### config.mk
export PLATFORM = sky130hd
export DESIGN_NAME = vram_arbiter
export DESIGN_NICKNAME = d
export VERILOG_FILES = /design/src/rtl/vram_arbiter.sv
export SDC_FILE = /design/constraint.sdc
export NUM_CORES = 1
export LEC_CHECK = 0
export ABC_AREA = 1
export CORE_MARGIN = 2
export CORE_UTILIZATION = 40
export DETAILED_ROUTE_END_ITERATION = 7
export GPL_TIMING_DRIVEN = 0
export PLACE_DENSITY = 0.8
export SKIP_LAST_GASP = 1
export SLEW_MARGIN = 15
export SYNTH_ARGS = -nofsm -noshare
export SYNTH_HDL_FRONTEND = slang
export SYNTH_SLANG_ARGS = --single-unit
### constraint.sdc
create_clock -name clk -period 2.05 [get_ports clk]
set_clock_uncertainty 0.05 [all_clocks]
set_input_delay 0.41 -clock clk [delete_from_list [all_inputs] [get_ports clk]]
set_output_delay 0.41 -clock clk [all_outputs]
set_load 0.05 [all_outputs]
### src/rtl/vram_arbiter.sv
// VRAM arbiter: shares one single-port VRAM between the BG fetcher, the
// sprite fetcher and the CPU. One access in flight at a time, walked through
// IDLE -> ACCESS -> RESP. During pixel transfer (mode 3 with the LCD on) the
// CPU is locked out and gets a blocked completion instead of a real access.
module vram_arbiter #(
    parameter int          ADDR_W        = 13,
    parameter logic [7:0]  BLOCKED_RDATA = 8'hFF
) (
    input  logic              clk,
    input  logic              reset,
    input  logic              lcd_on,
    input  logic [1:0]        mode,
    input  logic              bg_req,
    input  logic [ADDR_W-1:0] bg_addr,
    output logic              bg_ack,
    output logic [7:0]        bg_rdata,
    input  logic              spr_req,
    input  logic [ADDR_W-1:0] spr_addr,
    output logic              spr_ack,
    output logic [7:0]        spr_rdata,
    input  logic              cpu_req,
    input  logic              cpu_we,
    input  logic [ADDR_W-1:0] cpu_addr,
    input  logic [7:0]        cpu_wdata,
    output logic              cpu_ack,
    output logic [7:0]        cpu_rdata,
    output logic              mem_re,
    output logic              mem_we,
    output logic [ADDR_W-1:0] mem_addr,
    output logic [7:0]        mem_wdata,
    input  logic [7:0]        mem_rdata
);

    typedef enum logic [1:0] {
        IDLE   = 2'd0,
        ACCESS = 2'd1,
        RESP   = 2'd2
    } state_t;

    typedef enum logic [1:0] {
        OWN_BG  = 2'd0,
        OWN_SPR = 2'd1,
        OWN_CPU = 2'd2
    } owner_t;

    state_t              state_q, state_d;
    owner_t              owner_q, owner_d;
    logic                we_q, we_d;
    logic                blk_q, blk_d;
    logic                bg_ack_q, bg_ack_d;
    logic                spr_ack_q, spr_ack_d;
    logic                cpu_ack_q, cpu_ack_d;
    logic [7:0]          bg_rdata_q, bg_rdata_d;
    logic [7:0]          spr_rdata_q, spr_rdata_d;
    logic [7:0]          cpu_rdata_q, cpu_rdata_d;
    logic                mem_re_q, mem_re_d;
    logic                mem_we_q, mem_we_d;
    logic [ADDR_W-1:0]   mem_addr_q, mem_addr_d;
    logic [7:0]          mem_wdata_q, mem_wdata_d;

    logic                gnt_vld_s;
    owner_t              gnt_own_s;
    logic                blk_s;
    logic                pix_xfer_s;

    assign pix_xfer_s = lcd_on & (mode == 2'd3);

    // Pick a winner among the live requests; blk_s flags a lone CPU request during pixel transfer.
    always_comb begin
        gnt_vld_s = 1'b0;
        gnt_own_s = OWN_BG;
        blk_s     = 1'b0;
        if (!lcd_on) begin
            // PPU fetchers are ignored with the LCD off; only the CPU can win.
            if (cpu_req) begin
                gnt_vld_s = 1'b1;
                gnt_own_s = OWN_CPU;
            end else begin
                gnt_vld_s = 1'b0;
            end
        end else if (pix_xfer_s) begin
            if (spr_req) begin
                gnt_vld_s = 1'b1;
                gnt_own_s = OWN_SPR;
            end else if (bg_req) begin
                gnt_vld_s = 1'b1;
                gnt_own_s = OWN_BG;
            end else if (cpu_req) begin
                blk_s = 1'b1;
            end else begin
                gnt_vld_s = 1'b0;
            end
        end else begin
            if (cpu_req) begin
                gnt_vld_s = 1'b1;
                gnt_own_s = OWN_CPU;
            end else if (spr_req) begin
                gnt_vld_s = 1'b1;
                gnt_own_s = OWN_SPR;
            end else if (bg_req) begin
                gnt_vld_s = 1'b1;
                gnt_own_s = OWN_BG;
            end else begin
                gnt_vld_s = 1'b0;
            end
        end
    end

    // Next-state and next-output logic for the IDLE/ACCESS/RESP sequencer.
    always_comb begin
        state_d     = state_q;
        owner_d     = owner_q;
        we_d        = we_q;
        blk_d       = blk_q;
        bg_ack_d    = 1'b0;
        spr_ack_d   = 1'b0;
        cpu_ack_d   = 1'b0;
        bg_rdata_d  = bg_rdata_q;
        spr_rdata_d = spr_rdata_q;
        cpu_rdata_d = cpu_rdata_q;
        mem_re_d    = 1'b0;
        mem_we_d    = 1'b0;
        mem_addr_d  = mem_addr_q;
        mem_wdata_d = mem_wdata_q;
        case (state_q)
            IDLE: begin
                if (gnt_vld_s) begin
                    // Latch the winner; the strobe register makes ACCESS the strobe cycle.
                    owner_d = gnt_own_s;
                    blk_d   = 1'b0;
                    state_d = ACCESS;
                    case (gnt_own_s)
                        OWN_BG: begin
                            mem_addr_d  = bg_addr;
                            mem_wdata_d = 8'h00;
                            we_d        = 1'b0;
                        end
                        OWN_SPR: begin
                            mem_addr_d  = spr_addr;
                            mem_wdata_d = 8'h00;
                            we_d        = 1'b0;
                        end
                        OWN_CPU: begin
                            mem_addr_d  = cpu_addr;
                            mem_wdata_d = cpu_wdata;
                            we_d        = cpu_we;
                        end
                        default: begin
                            mem_addr_d  = mem_addr_q;
                            mem_wdata_d = mem_wdata_q;
                            we_d        = 1'b0;
                        end
                    endcase
                    mem_re_d = ~we_d;
                    mem_we_d = we_d;
                end else if (blk_s) begin
                    // Blocked CPU access: skip the memory, complete in the next cycle.
                    owner_d   = OWN_CPU;
                    we_d      = cpu_we;
                    blk_d     = 1'b1;
                    cpu_ack_d = 1'b1;
                    state_d   = RESP;
                    if (!cpu_we) begin
                        cpu_rdata_d = BLOCKED_RDATA;
                    end else begin
                        cpu_rdata_d = cpu_rdata_q;
                    end
                end else begin
                    state_d = IDLE;
                end
            end
            ACCESS: begin
                // Ack is registered here so it is visible during RESP, alongside the read data.
                state_d = RESP;
                case (owner_q)
                    OWN_BG:  bg_ack_d  = 1'b1;
                    OWN_SPR: spr_ack_d = 1'b1;
                    OWN_CPU: cpu_ack_d = 1'b1;
                    default: bg_ack_d  = 1'b0;
                endcase
            end
            RESP: begin
                // Capture the VRAM byte into the owner's holding register.
                state_d = IDLE;
                if (!blk_q) begin
                    case (owner_q)
                        OWN_BG:  bg_rdata_d  = mem_rdata;
                        OWN_SPR: spr_rdata_d = mem_rdata;
                        OWN_CPU: begin
                            if (!we_q) begin
                                cpu_rdata_d = mem_rdata;
                            end else begin
                                cpu_rdata_d = cpu_rdata_q;
                            end
                        end
                        default: bg_rdata_d = bg_rdata_q;
                    endcase
                end else begin
                    cpu_rdata_d = cpu_rdata_q;
                end
            end
            default: begin
                state_d = IDLE;
            end
        endcase
    end

    // State and output registers with synchronous active-low reset.
    always_ff @(posedge clk) begin
        if (!reset) begin
            state_q     <= IDLE;
            owner_q     <= OWN_BG;
            we_q        <= 1'b0;
            blk_q       <= 1'b0;
            bg_ack_q    <= 1'b0;
            spr_ack_q   <= 1'b0;
            cpu_ack_q   <= 1'b0;
            bg_rdata_q  <= 8'h00;
            spr_rdata_q <= 8'h00;
            cpu_rdata_q <= 8'h00;
            mem_re_q    <= 1'b0;
            mem_we_q    <= 1'b0;
            mem_addr_q  <= '0;
            mem_wdata_q <= 8'h00;
        end else begin
            state_q     <= state_d;
            owner_q     <= owner_d;
            we_q        <= we_d;
            blk_q       <= blk_d;
            bg_ack_q    <= bg_ack_d;
            spr_ack_q   <= spr_ack_d;
            cpu_ack_q   <= cpu_ack_d;
            bg_rdata_q  <= bg_rdata_d;
            spr_rdata_q <= spr_rdata_d;
            cpu_rdata_q <= cpu_rdata_d;
            mem_re_q    <= mem_re_d;
            mem_we_q    <= mem_we_d;
            mem_addr_q  <= mem_addr_d;
            mem_wdata_q <= mem_wdata_d;
        end
    end

    // During RESP the VRAM byte is already on mem_rdata, so forward it while ack is high.
    assign bg_rdata  = (state_q == RESP && owner_q == OWN_BG  && !blk_q) ? mem_rdata : bg_rdata_q;
    assign spr_rdata = (state_q == RESP && owner_q == OWN_SPR && !blk_q) ? mem_rdata : spr_rdata_q;
    assign cpu_rdata = (state_q == RESP && owner_q == OWN_CPU && !blk_q && !we_q) ? mem_rdata : cpu_rdata_q;

    assign bg_ack    = bg_ack_q;
    assign spr_ack   = spr_ack_q;
    assign cpu_ack   = cpu_ack_q;
    assign mem_re    = mem_re_q;
    assign mem_we    = mem_we_q;
    assign mem_addr  = mem_addr_q;
    assign mem_wdata = mem_wdata_q;

endmodule

# [Word level (Yosys, flattened, before mapping)]
# Cells that the tools add are included.
[totals] reg_bits=56 in_bits=64 word_cells=100
[op_classes] eq_ne=13 muxes=45 bitwise=3 n_reduce_logical=25
[ops] cell="$mux 8" n=9
[ops] cell="$pmux 13 s3" n=1
[ops] cell="$pmux 8 s2" n=2
[ops] cell="$mux 1" n=23
[ops] cell="$mux 2" n=8
[ops] cell="$reduce_and 3->1" n=5
[ops] cell="$ne 2x2->1 const B" n=5
[ops] cell="$eq 2x2->1 const B" n=4
[ops] cell="$logic_and 1x1->1" n=7
[ops] cell="$reduce_and 7->1" n=1
[ops] cell="$eq 2x1->1 const B" n=3
[ops] cell="$logic_not 2->1" n=3
[ops] cell="$reduce_bool 2->1" n=3
[ops] cell="$pmux 2 s2" n=1
[ops] cell="$reduce_and 2->1" n=2
[ops] cell="$reduce_bool 3->1" n=1
[ops] cell="$logic_not 1->1" n=2
[ops] cell="$ne 2x1->1 const B" n=1
[ops] cell="$not 1->1" n=2
[ops] cell="$pmux 1 s2" n=1
[ops] cell="$reduce_or 2->1" n=1
[ops] cell="$and 1x1->1" n=1

# [Logic depth before layout (Yosys ltp)]
# Gate-level depths: netlist of the first run.
[logic_depth] depth_word=9 depth_mapped=11 depth_no_buf=10

# [Worst setup path before layout of the first run]
# Ideal clock, no wire load.
[synth_timing] path_type="register -> output" start="register owner_q[1]" end="output port cpu_rdata[0]" arrival_time_ps=1965 slack_ps=-375 path_stages_with_launch=6 path_buffers=1 path_cell_list="dfxtp_1 -> inv_1 -> nor2_1 -> nand3_1 -> clkbuf_1 -> o21ai_0"
[synth_via] elab_chain_cells=5
[synth_lines] item="start: declaration" line_no="47" source="owner_t owner_q, owner_d;"
[synth_lines] item="start signal: assignment" line_no="227" source="owner_q <= owner_d;"
[synth_lines] item="$eq 2x2->1" line_no="246" source="assign cpu_rdata = (state_q == RESP && owner_q == OWN_CPU && !blk_q && !we_q) ? mem_rdata : cpu_rdata_q;"
[synth_lines] item="$logic_and 1x1->1 (3 in a row)" line_no="246"
[synth_lines] item="$mux 8" line_no="246"
[synth_lines] item="end: declaration" line_no="26" source="output logic [7:0] cpu_rdata,"
# No other way between the ends.

# [Worst setup path in the final report of the first run]
[layout_timing] start="register state_q[0]" end="output port bg_rdata[7]"
[layout_via] elab_chain_cells=4
[layout_lines] item="start: declaration" line_no="46" source="state_t state_q, state_d;"
[layout_lines] item="start signal: assignment" line_no="226" source="state_q <= state_d;"
[layout_lines] item="$eq 2x2->1" line_no="244" source="assign bg_rdata = (state_q == RESP && owner_q == OWN_BG && !blk_q) ? mem_rdata : bg_rdata_q;"
[layout_lines] item="$logic_and 1x1->1 (2 in a row)" line_no="244"
[layout_lines] item="$mux 8" line_no="244"
[layout_lines] item="end: declaration" line_no="16" source="output logic [7:0] bg_rdata,"
# No other way between the ends.

==> metrics.yaml, run 1 <==
yosys:
  ys_seq_elements: 56
  netlist_area_um2: 2861
  syn_nets: 505
  synthesis.instances: 438
  synth.distinct_cells: 23
  ys_warn_count: 0
  seq_area_frac_synth: 0.3918
  syn-mean-instance-area_um2: 6.533
layout:
  layout-drive-gt1-share: 0.2491
  finalNetCount: 644
  n_fill_cell: 526
  stdcell_area_um2: 4778
  fin_util: 0.6956
  diodes: 0
  area_delta_synth_final_pct: 66.99
flow_run:
  drv_cap: 0
status:
  status: "finished with violations"
  violations: "negative setup slack"
global_routing:
  grt_pass1_wl_um: 13560
  grt_pass1_vias: 3055
  overflow: 0
  grt_max_degree: 17
  grt_util_met2: 0.4354
  use_met3: 0.06250
  antenna_found_initial: 0
  busiest_layer: "met2"
  grtUsageMet1: 0.2277
  groute.usage.overall: 0.2229
floorplan:
  rows: 30
  core_um2: 6869
  fp.dieH_um: 88.58
  die_w_um: 88.58
  initial_utilization: 0.4166
  ioPinCount: 114
  die_area_um2: 7846
clock_tree:
  htree_num_levels: 2
  clkLatencyLatePin_ns: 0.31
  cts_tree: "built"
  cts_buffers: 5
  cts_buffer_depth: 2
  postCtsHoldBufs: 0
  clkTransAtPathRegs_ns: 0.09
  cts-root-buf: "clkbuf_8"
  clock-sinks: 56
routing:
  first_iter_violations: 175
  firstDrtPassIters: 4
  post_drt_wl_per_cell_um: 13.77
  finalWirelength_um: 9283
  via_per_inst: 4.757
  drc: 0
  antenna_left: 0
  vias: 3206
placed_design:
  dpl_worst_slack_ns: -0.7733
  place_area_um2: 4103
  gp_congestion: 0.8261
  place_hpwl_um: 6161
  portBuffers: 112
timing:
  timing.hold.ws_ns: 0.4175
  hold_violations: 0
  fmax_mhz: 451.7
  setup_viol: 21
  final-max-slew-violation-count: 0
  min_period_ns: 2.214
  fin_crit_sh: 1.080
  tightest_slew_ns: 0.5474
  max_slew_margin: 0.6339
  rsz0062_at_grt: "true"
  layout_setup_ws_ns: -0.1637
setup_path:
  crit_path_end_kind: "output port"
  worstSetupPathType: "register to output port"
  critPathArrivalTime_ns: 1.75
  cp_max_fo: 5
  cp_data_required_time_ns: 1.59
  r2r_cells: 8
  cp-start-kind: "register"
power:
  p_leak_nw: 2.266
  power_density_nw_per_um2: 650.0
  vdd_drop_max_mv: 0.4186
min_path:
  hold_class: "register to register"
  min_delay_path_depth: 1
worst max-delay path, cell delays in order, from the launching register on:
cell and delay, ns:
dfxtp_2 0.33, inv_2 0.07, nand2_4 0.06, nor2_4 0.15, buf_6 0.12, nand3_4 0.14, buf_8 0.20, o21ai_4 0.16
inv_2 0.06, buf_6 0.15
sequential cells by signal, summed over array words and instances (netlist names), 2 cells and up:
signal	flops
cpu_rdata_q	8
state_q	2
spr_rdata_q	8
mem_addr	13
owner_q	2
mem_wdata	8
bg_rdata_q	8
routing by layer:
layer | share of wire | wire length (um)
met5 | 0 | 0
met4 | 0.013 | 119
met3 | 0.060 | 559
met2 | 0.54 | 5018
met1 | 0.39 | 3585
logic make-up (layout without fill, tap and decap cells):
| logic type | count (synthesis) | in the layout | share of synthesized area |
|---|---|---|---|
| adder cells (fa/ha/maj) | 3 | 3 | 0.01312 |
| AND/OR/NAND/NOR | 204 | 204 | 0.2890 |
| flip-flops | 56 | 56 | 0.3918 |
| buffers and inverters | 100 | 240 | 0.1404 |
| AO/OA/AOI/OAI | 75 | 75 | 0.1657 |
path summary, 6_finish.rpt:
path	startpoint	end	slack [ns]
worst min register to register	owner_q[1]	bg_ack	0.42
worst max-delay path	state_q[0]	bg_rdata[7]	-0.16
worst max register to register	state_q[0]	owner_q[0]	0.38
worst min-delay path	owner_q[1]	bg_ack	0.42
synthesized netlist by cell type (all sizes together):
| master | n | area share |
|---|---|---|
| nor4 | 1 | 0.0022 |
| a21o | 13 | 0.034 |
| dfxtp | 56 | 0.39 |
| nor3 | 3 | 0.0052 |
| a21oi | 33 | 0.058 |
| nor2 | 73 | 0.099 |
| ha | 3 | 0.013 |
| buf | 11 | 0.024 |
| clkbuf | 9 | 0.012 |
| inv | 80 | 0.10 |
| nand4 | 2 | 0.0044 |
| o21a | 1 | 0.0026 |
| a211oi | 1 | 0.0026 |
| a31oi | 1 | 0.0022 |
| nand3 | 12 | 0.026 |
| o21ai | 26 | 0.066 |
| nand2 | 113 | 0.15 |
where the power goes:
part / leakage [nW] / switching [W] / internal [W]
combinational: 1.76 / 0.000763 / 0.000491
clock: 0.0510 / 0.000353 / 0.000271
sequential: 0.460 / 0.0000491 / 0.00118
repair_timing:
action,in CTS,in global routing
pin swaps,2,2
resized for setup,226,56
endpoints found under the hold margin,0,0
buffers inserted,15,3
gates cloned,3,0
setup endpoints to repair,38,46
metrics by stage:
stage                     setup TNS [ns]  std cells  total power (W)
final                             -1.995        674         0.003106
after global routing              -3.831        674         0.003259
after CTS                        -0.6093        671         0.003043
after detailed placement          -22.49        646         0.002343
after global placement            -20.41        646         0.002325
after floorplan                   -1.784        438         0.001938
cell type report:
type | count | area (um^2) | area share
Inverter | 80 | 300.3 | 0.06284
Tap cell | 96 | 120.1 | 0.02514
Timing Repair Buffer | 133 | 1378 | 0.2883
Multi-Input combinational cell | 282 | 1625 | 0.3401
Clock inverter | 2 | 10.01 | 0.002095
Sequential cell | 56 | 1127 | 0.2359
Clock buffer | 6 | 82.58 | 0.01728
Buffer | 19 | 135.1 | 0.02828
placed cells by master (no fill, tap or decap), drive strengths merged:
| master | Yosys | layout |
|---|---|---|
| buf | 11 | 57 |
| a21oi | 33 | 33 |
| nor2 | 73 | 73 |
| ha | 3 | 3 |
| inv | 80 | 80 |
| clkdlybuf4s50 | 0 | 87 |
| nor3 | 3 | 3 |
| o21ai | 26 | 26 |
| nand2 | 113 | 113 |
| a21o | 13 | 13 |
| clkbuf | 9 | 13 |
| a211oi | 1 | 1 |
| o21a | 1 | 1 |
| nand3 | 12 | 12 |
| nand4 | 2 | 2 |
| a31oi | 1 | 1 |
| dlymetal6s2s | 0 | 1 |
| clkinv | 0 | 2 |
| dfxtp | 56 | 56 |
| nor4 | 1 | 1 |
Power figures use the tool's default switching activity.
==> run 2, diff against run 1 <==
MAX_ROUTING_LAYER = met4   (was not set)
==> run 2 against run 1 <==
  * The flow still finishes with violations (negative setup slack)
  * Critical path depth unchanged
  * Register-to-register slack worse by 0.02 ns
  * Maximum frequency down 0.59%
  * Combinational power about the same
  * Design area unchanged
  * Hold slack worse by 0.00091 ns
  * First-iteration DRC count down 0.57%
  * Wire length down 0.44%
  * Sequential share of layout area unchanged
  * Final cell count unchanged
  * Non-clock buffer count unchanged
  * Power up 0.10%
  * Critical endpoint unchanged
==> metrics.yaml, run 2 (same netlist as run 1, synthesis figures left out) <==
timing:
  hold_violations: 0
  min_period_ns: 2.227
  fin_crit_sh: 1.086
  rsz0062_at_grt: "true"
  fmax_mhz: 449.0
  tightest_slew_ns: 0.5312
  layout_setup_ws_ns: -0.1770
  max_slew_margin: 0.6448
  final-max-slew-violation-count: 0
  setup_viol: 21
clock_tree:
  cts-root-buf: "clkbuf_8"
  cts_buffers: 5
  clkLatencyLatePin_ns: 0.31
  clkTransAtPathRegs_ns: 0.10
  htree_num_levels: 2
  cts_buffer_depth: 2
  cts_tree: "built"
  clock-sinks: 56
  postCtsHoldBufs: 0
setup_path:
  cp-start-kind: "register"
  crit_path_end_kind: "output port"
  path_delay_family: "buffers and inverters"
  critPathArrivalTime_ns: 1.77
  cp_max_fo: 5
  critPathSlowestCell: "dfxtp_2"
  cp_cell_sequence: "inv_2, nand2_4, nor2_4, buf_6, nand3_4, buf_8, o21ai_4, inv_2, buf_6"
  worstSetupPathType: "register to output port"
  cp_data_required_time_ns: 1.59
  crit_buf_inv: 5
  slowest_delay_ns: 0.33
placed_design:
  dpl_worst_slack_ns: -0.7733
  placed_cells: 646
  gp_congestion: 0.8386
  place_hpwl_um: 6161
  place_area_um2: 4103
  portBuffers: 112
global_routing:
  overflow: 0
  grt_pass1_vias: 3063
  antenna_found_initial: 0
  groute.usage.overall: 0.2292
  grt_max_degree: 17
  grt_pass1_wl_um: 13520
power:
  p_sw_w: 0.001168
  vdd_drop_max_mv: 0.4193
  p_sw_frac: 0.3757
  p_leak_nw: 2.266
  combinationalPowerShare: 0.403
  internal_power_w: 0.001941
  sequentialPowerShare: 0.395
  power_density_nw_per_um2: 650.7
  pwr-share-clk: 0.202
floorplan:
  ioPinCount: 114
  core_um2: 6869
  initial_utilization: 0.4166
  die_area_um2: 7846
  fp.dieH_um: 88.58
  rows: 30
  die_w_um: 88.58
routing:
  antenna_left: 0
  finalWirelength_um: 9242
  drc: 0
  first_iter_violations: 174
  vias: 3194
  post_drt_wl_per_cell_um: 13.71
  firstDrtPassIters: 4
  via_per_inst: 4.739
status:
  status: "finished with violations"
  violations: "negative setup slack"
layout:
  largest_reg_flops: 13
  mostFrequentLayoutCell: "nand2_1"
  area_delta_synth_final_pct: 66.99
  mostFrequentLayoutCells: "nand2_1 (92), clkdlybuf4s50_1 (87), nor2_1 (70)"
  finalNetCount: 644
  layout-drive-gt1-share: 0.2491
  final_cells: 674
  stdcell_area_um2: 4778
  diodes: 0
min_path:
  hold_class: "register to register"
flow_run:
  drv_cap: 0
run 2: timing repair:
action / 4_1_cts / 5_1_grt
setup endpoints to repair: 38 / 46
cloned: 3 / 0
setup buffers: 15 / 3
endpoints found under the hold margin: 0 / 0
pin swaps: 2 / 2
resized for setup: 226 / 56
run 2: layout make-up:
| cell class | count | area (um^2) |
|---|---|---|
| flip-flops and latches | 56 | 1127 |
| fillers | 526 | 2091 |
| multi-input cells | 282 | 1625 |
| clock buffers | 6 | 82.58 |
| well taps | 96 | 120.1 |
| clock inverters | 2 | 10.01 |
| plain buffers | 19 | 135.1 |
| repair buffers | 133 | 1378 |
| inverters | 80 | 300.3 |
run 2: worst paths after layout:
path,from,cells after the start,slack (ns),end
worst min register to register,owner_q[1],1,0.42,bg_ack
worst max register to register,state_q[0],8,0.36,owner_q[0]
worst max-delay path,state_q[0],9,-0.18,bg_rdata[7]
worst min-delay path,owner_q[1],1,0.42,bg_ack
run 2: metrics by stage:
step	setup TNS (ns)	util	hold WS (ns)	total power (W)
2_1_floorplan	-1.784	-	0.3838	0.001938
6_report	-2.188	0.6956	0.4166	0.003109
3_3_place_gp	-20.41	0.5973	0.3932	0.002325
4_1_cts	-0.6093	0.6658	0.4141	0.003043
3_5_place_dp	-22.49	0.5973	0.4030	0.002343
5_1_grt	-3.738	0.6956	0.4425	0.003256
run 2: per-layer routing:
metal | part of all wire | global-route usage | vias to the layer above
met2 | 0.54 | 0.4354 | 120
met5 | 0 | - | -
met1 | 0.38 | 0.2335 | 1462
li1 | - | - | 1598
met4 | 0.015 | 0.06749 | 0
met3 | 0.059 | 0.05037 | 14
run 2: worst register-to-register path, stage by stage (launching register included):
cell     delay (ns)
dfxtp_2        0.33
buf_4          0.12
buf_4          0.12
nor2_2         0.29
nand3_1        0.25
nand2_1        0.22
nand2_1        0.09
nand2_1        0.08
nor2_1         0.05
run 2: power groups by stage:
| stage | clock, W | combinational [W] | sequential [W] |
|---|---|---|---|
| final | 0.000627 | 0.00125 | 0.00123 |
| after global routing | 0.000676 | 0.00134 | 0.00124 |
| after CTS | 0.000633 | 0.00118 | 0.00123 |
| after detailed placement | 0 | 0.00109 | 0.00125 |
| after global placement | 0 | 0.00108 | 0.00125 |
| after floorplan | 0 | 0.000503 | 0.00143 |
